### src/rtl/pcs_tx_pause_sched.sv
// MAC->PCS TX scheduler: paces 32-bit XGMII words into 64b blocks, inserts gearbox
// pauses every PAUSE_PERIOD blocks and back-pressures the MAC on scrambler stalls.
module pcs_tx_pause_sched #(
  parameter int PAUSE_PERIOD = 32,
  parameter int PAUSE_LEN    = 2,
  parameter int CNT_WIDTH    = 32
) (
  input  logic                 i_clk,
  input  logic                 i_reset_n,
  input  logic                 i_enable,
  input  logic                 i_xgmii_valid,
  input  logic                 i_scrambler_rdy,
  output logic                 o_xgmii_pause,
  output logic                 o_encoder_en,
  output logic                 o_word_phase,
  output logic                 o_hdr_valid,
  output logic [5:0]           o_gearbox_seq,
  output logic                 o_protocol_err,
  output logic [CNT_WIDTH-1:0] o_blk_count
);

  typedef enum logic [1:0] {
    DISABLED = 2'd0,
    RUN      = 2'd1,
    PAUSE    = 2'd2
  } state_t;

  localparam int             PCW       = (PAUSE_LEN > 1) ? $clog2(PAUSE_LEN) : 1;
  localparam logic [5:0]     SEQ_LAST  = 6'(PAUSE_PERIOD - 1);
  localparam logic [PCW-1:0] PCNT_LAST = PCW'(PAUSE_LEN - 1);

  state_t                 state;
  state_t                 state_nxt;
  logic                   phase;
  logic [5:0]             seq;
  logic [PCW-1:0]         pcnt;
  logic                   pause_r;
  logic                   pause_nxt;
  logic                   err;
  logic [CNT_WIDTH-1:0]   blk;
  logic                   accept;
  logic                   blk_done;
  logic                   seq_wrap;

  assign accept   = i_xgmii_valid & i_scrambler_rdy & (state == RUN);
  assign blk_done = accept & phase;
  assign seq_wrap = blk_done & (seq == SEQ_LAST);

  // Disabling is deferred while a block is half-sent; a gearbox wrap takes priority.
  always_comb begin
    state_nxt = state;
    case (state)
      DISABLED: begin
        if (i_enable) state_nxt = RUN;
      end
      RUN: begin
        if (seq_wrap)
          state_nxt = PAUSE;
        else if (!i_enable && (blk_done || (!phase && !accept)))
          state_nxt = DISABLED;
      end
      PAUSE: begin
        if (pcnt == PCNT_LAST) state_nxt = i_enable ? RUN : DISABLED;
      end
      default: state_nxt = DISABLED;
    endcase
    pause_nxt = (state_nxt != RUN) | ~i_scrambler_rdy;
  end

  always_ff @(posedge i_clk or negedge i_reset_n) begin
    if (!i_reset_n) begin
      state   <= DISABLED;
      phase   <= 1'b0;
      seq     <= '0;
      pcnt    <= '0;
      pause_r <= 1'b1;
      err     <= 1'b0;
      blk     <= '0;
    end else begin
      state   <= state_nxt;
      pause_r <= pause_nxt;
      pcnt    <= (state == PAUSE) ? pcnt + PCW'(1) : '0;
      if (accept) phase <= ~phase;
      if (blk_done) begin
        blk <= blk + CNT_WIDTH'(1);
        seq <= seq_wrap ? 6'd0 : seq + 6'd1;
      end
      if ((state == PAUSE) && i_xgmii_valid) err <= 1'b1;
    end
  end

  assign o_xgmii_pause  = pause_r;
  assign o_encoder_en   = accept;
  assign o_word_phase   = phase;
  assign o_hdr_valid    = accept & ~phase;
  assign o_gearbox_seq  = seq;
  assign o_protocol_err = err;
  assign o_blk_count    = blk;

endmodule

### config.mk
export PLATFORM = sky130hd
export DESIGN_NAME = pcs_tx_pause_sched
export DESIGN_NICKNAME = d
export VERILOG_FILES = /design/src/rtl/pcs_tx_pause_sched.sv
export SDC_FILE = /design/constraint.sdc
export NUM_CORES = 1
export LEC_CHECK = 0
export ABC_AREA = 1
export CELL_PAD_IN_SITES_DETAIL_PLACEMENT = 0
export CELL_PAD_IN_SITES_GLOBAL_PLACEMENT = 1
export CORE_ASPECT_RATIO = 1.5
export CORE_MARGIN = 3
export CORE_UTILIZATION = 40
export DETAILED_ROUTE_END_ITERATION = 12
export DONT_BUFFER_PORTS = 1
export PLACE_DENSITY_LB_ADDON = 0.15
export SLEW_MARGIN = 20
export SYNTH_ARGS = -nofsm -noshare
export SYNTH_HDL_FRONTEND = slang
export SYNTH_SLANG_ARGS = --single-unit
### constraint.sdc
create_clock -name i_clk -period 3.43 [get_ports i_clk]
set_input_delay 0.343 -clock i_clk [delete_from_list [all_inputs] [get_ports i_clk]]
set_output_delay 0.343 -clock i_clk [all_outputs]
set_load 0.05 [all_outputs]
==> out/qor.yml, run 1 <==
clock_tree:
  clkTransAtPathRegs_ps: 90
  numClockSinks: 44
  worstSkewPairLatency_ps: 300
  cts-root-buf: "clkbuf_8"
  clockBufferDepth: 2
  cts_buffers: 5
  ctsHtreeMaxLevel: 2
  cts_tree: "built"
setup_path:
  endpoint_kind: "register"
  path_max_fanout: 15
  crit_path_start_kind: "register"
  crit_type: "register to register"
  required_ps: 3630
  arrival_ps: 2780
timing:
  skew_ps: 12.0
  hold_viol: 0
  relSlewSlack: 0.549
  timing.fmax_mhz: 388
  rsz0062_at_grt: "no"
  slew_violations: 0
  period_needed_ps: 2580
  fin_setup_tns_ps: 0
  period_share: 0.752
  tightest_slew_ps: 677
  final-setup-viol-count: 0
die:
  start_util: 0.424
  die-area_sq_um: 6880
  core_sq_um: 5570
  die_w_microns: 68.7
  fp.dieH_microns: 100
  ios: 48
  rows: 33
power:
  combPwrFrac: 0.123
  p_sw_uw: 570
  p_per_area_nw_per_um2: 549
  swShare: 0.399
  internal-power_uw: 859
  max-vdd-ir-drop_mv: 0.440
  pwr-share-clk: 0.284
  leakagePower_uw: 0.00122
  pwr-share-seq: 0.593
finish:
  nets: 319
  stdcell_area_sq_um: 2600
  final_common_cell: "nand2_1"
  drive_above_1_share: 0.116
  synthToLayoutAreaGrowth_pct: 10.1
  diodes: 0
  final_cell_mix: "87 x nand2_1, 43 x dfrtp_1, 42 x inv_1"
route:
  drtIter0Drc: 72
  dr.pass1.iters: 4
  drtAntennaViolNets: 0
  drc: 0
  finalWirelength_mm: 5.56
  viasPerCell: 4.93
  num_vias: 1877
  wl_per_cell_microns: 14.6
yosys:
  avgSynthCellArea_sq_um: 7.85
  synth_ff_type: "dfrtp_1"
  yosys.area.top_type_share: 0.456
  ys_async_sr_fraction: 1.00
  synthTopCellsByArea: "dfrtp_1 46%, nand2_1 14%, inv_1 6.7%, nand3_1 6.1%, nor2_1 4.9%"
  ys_seq_area_frac: 0.467
  synth_nets: 310
  synthCells: 301
  netlist_area_sq_um: 2360
  synth_top_area_cell: "dfrtp_1"
  ys_ff_latch: 44
  synth_edf_count: 0
  yosys_warnings: 0
  synth.distinct_cells: 25
place:
  place_area_sq_um: 2450
  dpl.hpwl_mm: 4.27
  routabilityCongestion: 0.767
  numPortBuffers: 0
job:
  maxCapViolCount: 0
global_route:
  grt_max_degree: 45
  antenna_found_initial: 0
  grt_use_total: 0.179
  grt_first_pass_wirelength_mm: 9.25
  globalRouteOverflowTotal: 0
  grt_pass1_vias: 1955
outcome:
  outcome: "completed"
min_path:
  hold_class: "primary input to register"
## repair_timing
item	in CTS	in global routing
gates resized for setup	0	0
hold buffers	2	0
buffers inserted	0	0
hold endpoints to repair	44	0
## per-layer routing
metal / wire length [microns] / track usage / share of wire
met5: 0 / 0 / 0
met4: 98 / 0.0571 / 0.018
met3: 431 / 0.0594 / 0.077
met2: 3010 / 0.328 / 0.54
met1: 2030 / 0.185 / 0.36
## power groups by stage
stage | registers [uW] | logic (uW) | clock network (uW)
floorplan | 839 | 136 | 0
global placement | 860 | 162 | 0
detailed placement | 862 | 165 | 0
CTS | 851 | 182 | 421
global route | 862 | 208 | 441
finish | 848 | 176 | 405
## through the flow
| stage | setup WS (ps) | std cells | utilization | hold WS, ps | total power, uW |
|---|---|---|---|---|---|
| floorplan | 1290 | 301 | - | 47.4 | 975 |
| global placement | 873 | 371 | 0.440 | 48.6 | 1020 |
| detailed placement | 808 | 371 | 0.440 | 48.6 | 1030 |
| CTS | 796 | 381 | 0.467 | 66.9 | 1450 |
| global route | 579 | 381 | 0.467 | 63.2 | 1510 |
| finish | 850 | 381 | 0.467 | 74.0 | 1430 |
## cell families (layout without fill, tap and decap cells)
logic type                 Yosys count  count (layout)  share of synthesized area
DFF                                 44              44                      0.467
and+or+nand+nor                    183             183                      0.351
adders and majority gates            4               4                     0.0212
xor gates and xnor gates            20              20                     0.0742
AOI/OAI and AO/OA                    6               6                     0.0170
buffers and inverters               44              54                     0.0704
## sequential cells by signal (all words and copies together), names as in the netlist
name,cells
state,2
o_xgmii_pause,1
o_word_phase,1
o_gearbox_seq,6
pcnt,1
o_protocol_err,1
o_blk_count,32
## final cells by class
type                       count  area [sq um]
timing repair buffer           3          45.0
inverter                      43           161
clock buffer                   5          68.8
sequential                    44          1100
multi-input combinational    213          1090
tap                           70          87.6
fill                         569          2970
clock inverter                 3          42.5
## critical path, stage by stage (launching register included)
cell and delay (ps):
dfrtp_1 370, inv_1 70, nor2_1 160, nand3_1 140, inv_1 70, buf_4 200, ha_1 560, inv_2 230
nor2_4 170, nand2_2 70, nor2_2 190, nand3_1 100, nand2_1 70, nand2_1 60
## synth_stat cells, types with 4 or more instances
master / n
dfrtp_1: 43
xor2_1: 12
nand3_1: 29
nand2_1: 87
nor2_2: 14
nand4_1: 8
xnor2_1: 8
nor2_1: 31
ha_1: 4
inv_1: 42
nand2_2: 6
## worst paths after layout
kind	slack, ps	from	cells after the start	endpoint
min in group asynchronous	540	i_reset_n	2	o_blk_count[30]
worst min register to register	460	state[0]	1	pcnt
max in group asynchronous	2630	i_reset_n	2	o_xgmii_pause
worst max register to register	850	state[0]	13	o_blk_count[26]
worst min-delay path	70	i_scrambler_rdy	1	o_xgmii_pause
worst max-delay path	850	state[0]	13	o_blk_count[26]
Power figures use the tool's default switching activity.
==> run 2: changes to the inputs <==
==> constraint.sdc (replaced) <==
create_clock -name i_clk -period 2.65 [get_ports i_clk]
set_input_delay 0.265 -clock i_clk [delete_from_list [all_inputs] [get_ports i_clk]]
set_output_delay 0.265 -clock i_clk [all_outputs]
set_load 0.05 [all_outputs]
==> run 2 against run 1 <==
Compared with the run above: via count increased by 4.8%; total power rose by 34%; worst hold slack gained 57 ps; clock skew shrank 2.7 ps; critical path type unchanged; largest cell class unchanged; largest power group unchanged; highest routed layer unchanged.
==> out/qor.yml, run 2 (synthesis results as in run 1) <==
setup_path:
  endpoint_kind: "register"
  path_max_fanout: 13  # -2
  crit_path_start_kind: "register"
  required_ps: 2810  # -820 ps
  crit_type: "register to register"
  arrival_ps: 2420  # -360 ps
timing:
  hold_viol: 0  # unchanged
  slew_violations: 0  # unchanged
  fin_setup_tns_ps: 0  # unchanged
  skew_ps: 9.29  # -2.67 ps
  relSlewSlack: 0.561  # +0.0121
  period_share: 0.854  # +0.102
  tightest_slew_ps: 659  # -18.2 ps
  final-setup-viol-count: 0  # unchanged
  period_needed_ps: 2260  # -317 ps
  timing.fmax_mhz: 442  # +14%
  rsz0062_at_grt: "no"
  whs_ps: 131  # +57.0 ps
finish:
  diodes: 0  # unchanged
  final_common_cell: "nand2_1"
  stdcell_area_sq_um: 2750  # +5.6%
  largest_reg_flops: 32  # unchanged
  final_cells: 400  # +5.0%
  drive_above_1_share: 0.164  # +0.0479
  synthToLayoutAreaGrowth_pct: 16.3
  final_cell_mix: "87 x nand2_1, 43 x dfrtp_1, 42 x inv_1"
  nets: 338  # +6.0%
global_route:
  grt_first_pass_wirelength_mm: 9.49  # +2.7%
  grt_pass1_vias: 2054  # +5.1%
  grt_max_degree: 45  # unchanged
  antenna_found_initial: 0  # unchanged
  grt_use_total: 0.184  # +0.00461
  globalRouteOverflowTotal: 0  # unchanged
clock_tree:
  cts_hold_buf: 3  # +1
  clkTransAtPathRegs_ps: 80  # about the same
  cts_setup_buffers: 0  # unchanged
  cts_buffers: 5  # unchanged
  numClockSinks: 44  # unchanged
  cts-root-buf: "clkbuf_8"
  cts_tree: "built"
  ctsHtreeMaxLevel: 2  # unchanged
  clockBufferDepth: 2  # unchanged
  ctsResizeCount: 0  # unchanged
  worstSkewPairLatency_ps: 300  # about the same
power:
  swShare: 0.388  # -0.0108
  pwr-share-clk: 0.269  # -0.015
  leakagePower_uw: 0.00132  # +7.9%
  combPwrFrac: 0.255  # +0.132
  max-vdd-ir-drop_mv: 0.554  # +26%
  p_per_area_nw_per_um2: 697  # +27%
  pwr-share-seq: 0.476  # -0.117
  p_sw_uw: 743  # +30%
  internal-power_uw: 1170  # +36%
  power_uw: 1910  # +34%
route:
  finalWirelength_mm: 5.78  # +3.9%
  viasPerCell: 4.92  # -0.13%
  num_vias: 1968  # +4.8%
  dr.pass1.iters: 5  # +1
  wl_per_cell_microns: 14.5  # -1.0%
  drc: 0  # unchanged
  drtAntennaViolNets: 0  # unchanged
  drtIter0Drc: 59  # -18%
die:
  rows: 33  # unchanged
  fp.dieH_microns: 100  # unchanged
  die-area_sq_um: 6880  # unchanged
  core_sq_um: 5570  # unchanged
  ios: 48  # unchanged
  start_util: 0.424  # unchanged
  die_w_microns: 68.7  # unchanged
place:
  place_inst: 389  # +4.9%
  dpl.hpwl_mm: 4.52  # +5.7%
  routabilityCongestion: 0.782  # +1.9%
  place_area_sq_um: 2590  # +5.5%
  numPortBuffers: 0  # unchanged
outcome:
  outcome: "completed"
min_path:
  hold_class: "primary input to register"
job:
  maxCapViolCount: 0  # unchanged
## run 2: layout make-up
cell class	count	area [sq um]
clock buffers	5	68.8
clock inverters	3	42.5
fillers	582	2830
inverters	43	161
multi-input cells	213	1090
flip-flops and latches	44	1100
well taps	70	87.6
repair buffers	22	190
## run 2: stage by stage
stage               worst slack (ps)   util
floorplan                        509      -
global placement                 454  0.464
detailed placement               366  0.464
CTS                              348  0.493
global route                     116  0.493
finish                           387  0.493
## run 2: worst paths after layout
path                           start              end  slack, ps  cells past startpoint
hold reg to reg             state[0]             pcnt        480                      1
setup reg to reg            state[0]  o_blk_count[22]        390                     11
min in group asynchronous  i_reset_n  o_blk_count[24]        460                      2
setup / recovery            state[0]  o_blk_count[22]        390                     11
max in group asynchronous  i_reset_n    o_xgmii_pause       1920                      2
hold / removal              i_enable         state[0]        130                      2
## run 2: power groups by stage
stage	combinational (uW)	clock (uW)	sequential, uW
floorplan	176	0	1090
global placement	471	0	921
detailed placement	475	0	925
CTS	499	535	912
global route	539	563	923
finish	489	515	910
## run 2: worst max-delay path, cell delays in order, from the launching register on
cell and delay (ps):
dfrtp_1 380, inv_1 70, nor2_1 160, nand3_1 130, inv_1 100, ha_1 440, inv_2 200, nor2_4 170
nand2_2 70, nor2_2 190, nand2_2 80, xnor2_1 130
## run 2: routing by layer
metal,track usage,vias to the layer above,part of all wire
met3,0.0515,8,0.065
met4,0.0571,0,0.017
li1,-,985,-
met5,0,-,0
met2,0.349,47,0.57
met1,0.185,928,0.35
==> run 3: changes to the inputs <==
--- a/config.mk
+++ b/config.mk
@@ -13,7 +13,9 @@
 export CORE_UTILIZATION = 40
 export DETAILED_ROUTE_END_ITERATION = 12
 export DONT_BUFFER_PORTS = 1
+export MAX_ROUTING_LAYER = met4
 export PLACE_DENSITY_LB_ADDON = 0.15
+export RECOVER_POWER = 100
 export SLEW_MARGIN = 20
 export SYNTH_ARGS = -nofsm -noshare
 export SYNTH_HDL_FRONTEND = slang
==> run 3 against run 2 <==
Compared with the run above: sequential share of layout area is 1.7 points higher; final cell count stayed put; critical path depth is 1 higher; maximum frequency is 4.3% lower; clock skew hardly changed; worst hold slack worse by 1.9 ps; cell area is 4.0% lower; die area stayed put; global-route usage is 0.53 points higher; non-clock buffer count stayed put; first-iteration DRC count is 24% higher.
==> out/qor.yml, run 3 (synthesis results as in run 1) <==
timing:
  tightest_slew_ps: 1130  # +467 ps
  slew_violations: 0  # unchanged
  fin_setup_tns_ps: 0  # unchanged
  relSlewSlack: 0.249  # -0.311
  period_needed_ps: 2370  # +102 ps
  hold_viol: 0  # unchanged
  skew_ps: 9.32  # +0.0306 ps
  final-setup-viol-count: 0  # unchanged
  timing.fmax_mhz: 423  # -4.3%
  rsz0062_at_grt: "no"
  period_share: 0.893  # +0.0385
clock_tree:
  ctsHtreeMaxLevel: 2  # unchanged
  numClockSinks: 44  # unchanged
  cts_buffers: 5  # unchanged
  worstSkewPairLatency_ps: 300  # about the same
  cts_setup_buffers: 0  # unchanged
  cts-root-buf: "clkbuf_8"
  clkTransAtPathRegs_ps: 90  # about the same
  cts_tree: "built"
  clockBufferDepth: 2  # unchanged
  cts_hold_buf: 3  # unchanged
  ctsResizeCount: 0  # unchanged
finish:
  nets: 338  # unchanged
  fillers: 603  # +3.6%
  diodes: 0  # unchanged
  stdcell_area_sq_um: 2640  # -4.0%
  final_common_cell: "nand2_1"
  synthToLayoutAreaGrowth_pct: 11.7
  final_cell_mix: "87 x nand2_1, 43 x dfrtp_1, 42 x inv_1"
  largest_reg_flops: 32  # unchanged
  drive_above_1_share: 0.0879  # -0.0758
setup_path:
  cp_top_family: "simple AND/OR/NAND/NOR gates"
  endpoint_kind: "register"
  cp.depth: 12  # +1
  path_cells: "inv_1 > nor2_1 > nand3_1 > inv_1 > ha_1 > nand3_1 > nor2_1 > nand2_1 > nor2_1 > nand3_1 > nand2_1 > inv_1"
  ff2ff_path_depth: 12  # +1
  path_max_fanout: 13  # unchanged
  arrival_ps: 2560  # +140 ps
  crit_buf_inv: 3  # unchanged
  crit_slowest_cell: "ha_1"
  max_stage_delay_ps: 450  # about the same
  crit_path_start_kind: "register"
  required_ps: 2850  # +40 ps
  crit_type: "register to register"
global_route:
  grt_max_degree: 45  # unchanged
  grt_first_pass_wirelength_mm: 9.51  # +0.15%
  grt_pass1_vias: 2050  # -0.19%
  antenna_found_initial: 0  # unchanged
  globalRouteOverflowTotal: 0  # unchanged
  grt_use_total: 0.189  # +0.00535
job:
  maxCapViolCount: 0  # unchanged
die:
  die_w_microns: 68.7  # unchanged
  core_sq_um: 5570  # unchanged
  fp.dieH_microns: 100  # unchanged
  ios: 48  # unchanged
  rows: 33  # unchanged
  die-area_sq_um: 6880  # unchanged
  start_util: 0.424  # unchanged
power:
  combPwrFrac: 0.239  # -0.016
  pwr-share-clk: 0.275  # +0.006
  leakagePower_uw: 0.00124  # -5.8%
  internal-power_uw: 1130  # -3.3%
  pwr-share-seq: 0.485  # +0.009
  max-vdd-ir-drop_mv: 0.530  # -4.3%
  p_per_area_nw_per_um2: 708  # +1.6%
  swShare: 0.394  # +0.00562
  p_sw_uw: 736  # -0.99%
route:
  num_vias: 1959  # -0.46%
  drc: 0  # unchanged
  drtAntennaViolNets: 0  # unchanged
  wl_per_cell_microns: 14.6  # +0.69%
  drtIter0Drc: 73  # +24%
  viasPerCell: 4.90  # -0.46%
  finalWirelength_mm: 5.82  # +0.69%
  dr.pass1.iters: 5  # unchanged
place:
  place_area_sq_um: 2590  # unchanged
  numPortBuffers: 0  # unchanged
  dpl.hpwl_mm: 4.52  # unchanged
  routabilityCongestion: 0.793  # +1.4%
min_path:
  hold_class: "primary input to register"
  min_path_cells: 2  # unchanged
outcome:
  outcome: "completed"
==> run 3: cell types whose count changed in the layout (fill, tap and decap cells not counted), sizes merged <==
cell	previous run	this run
clkbuf	5	23
buf	20	2
==> run 3: routing by layer <==
layer | GRT usage | vias to the layer above | wire, microns
met3 | 0.0482 | 8 | 391
met5 | - | - | 0
li1 | - | 985 | -
met4 | 0.0571 | 0 | 98
met2 | 0.347 | 51 | 3250
met1 | 0.189 | 915 | 2080
==> run 3: final timing paths <==
path | start | to | slack [ps]
min in group asynchronous | i_reset_n | o_blk_count[24] | 730
max reg2reg | state[0] | o_blk_count[28] | 280
min | i_enable | state[0] | 130
max in group asynchronous | i_reset_n | o_blk_count[9] | 1230
max | state[0] | o_blk_count[28] | 280
min reg2reg | state[0] | pcnt | 480
==> run 3: stage by stage <==
| step | instances | utilization | hold slack (ps) | power (uW) | worst slack [ps] |
|---|---|---|---|---|---|
| floorplan | 301 | - | -30.6 | 1260 | 509 |
| global placement | 389 | 0.464 | -29.4 | 1390 | 454 |
| detailed placement | 389 | 0.464 | -29.6 | 1400 | 366 |
| CTS | 400 | 0.493 | 121 | 1950 | 348 |
| global route | 400 | 0.473 | 121 | 1980 | 74.9 |
| finish | 400 | 0.473 | 129 | 1870 | 285 |
==> run 3: power groups by stage <==
stage,logic (uW),clock network (uW),registers [uW]
after floorplan,176,0,1090
after global placement,471,0,921
after detailed placement,475,0,925
after CTS,499,535,912
after global routing,497,565,921
final,447,514,907
==> run 3: cell type report <==
| cell class | instances | area [sq um] | area share |
|---|---|---|---|
| clock inverter | 3 | 42.5 | 0.0161 |
| inverter | 43 | 161 | 0.0612 |
| tap | 70 | 87.6 | 0.0332 |
| sequential | 44 | 1100 | 0.418 |
| multi-input combinational | 213 | 1070 | 0.406 |
| timing repair buffer | 22 | 104 | 0.0394 |
| clock buffer | 5 | 68.8 | 0.0261 |
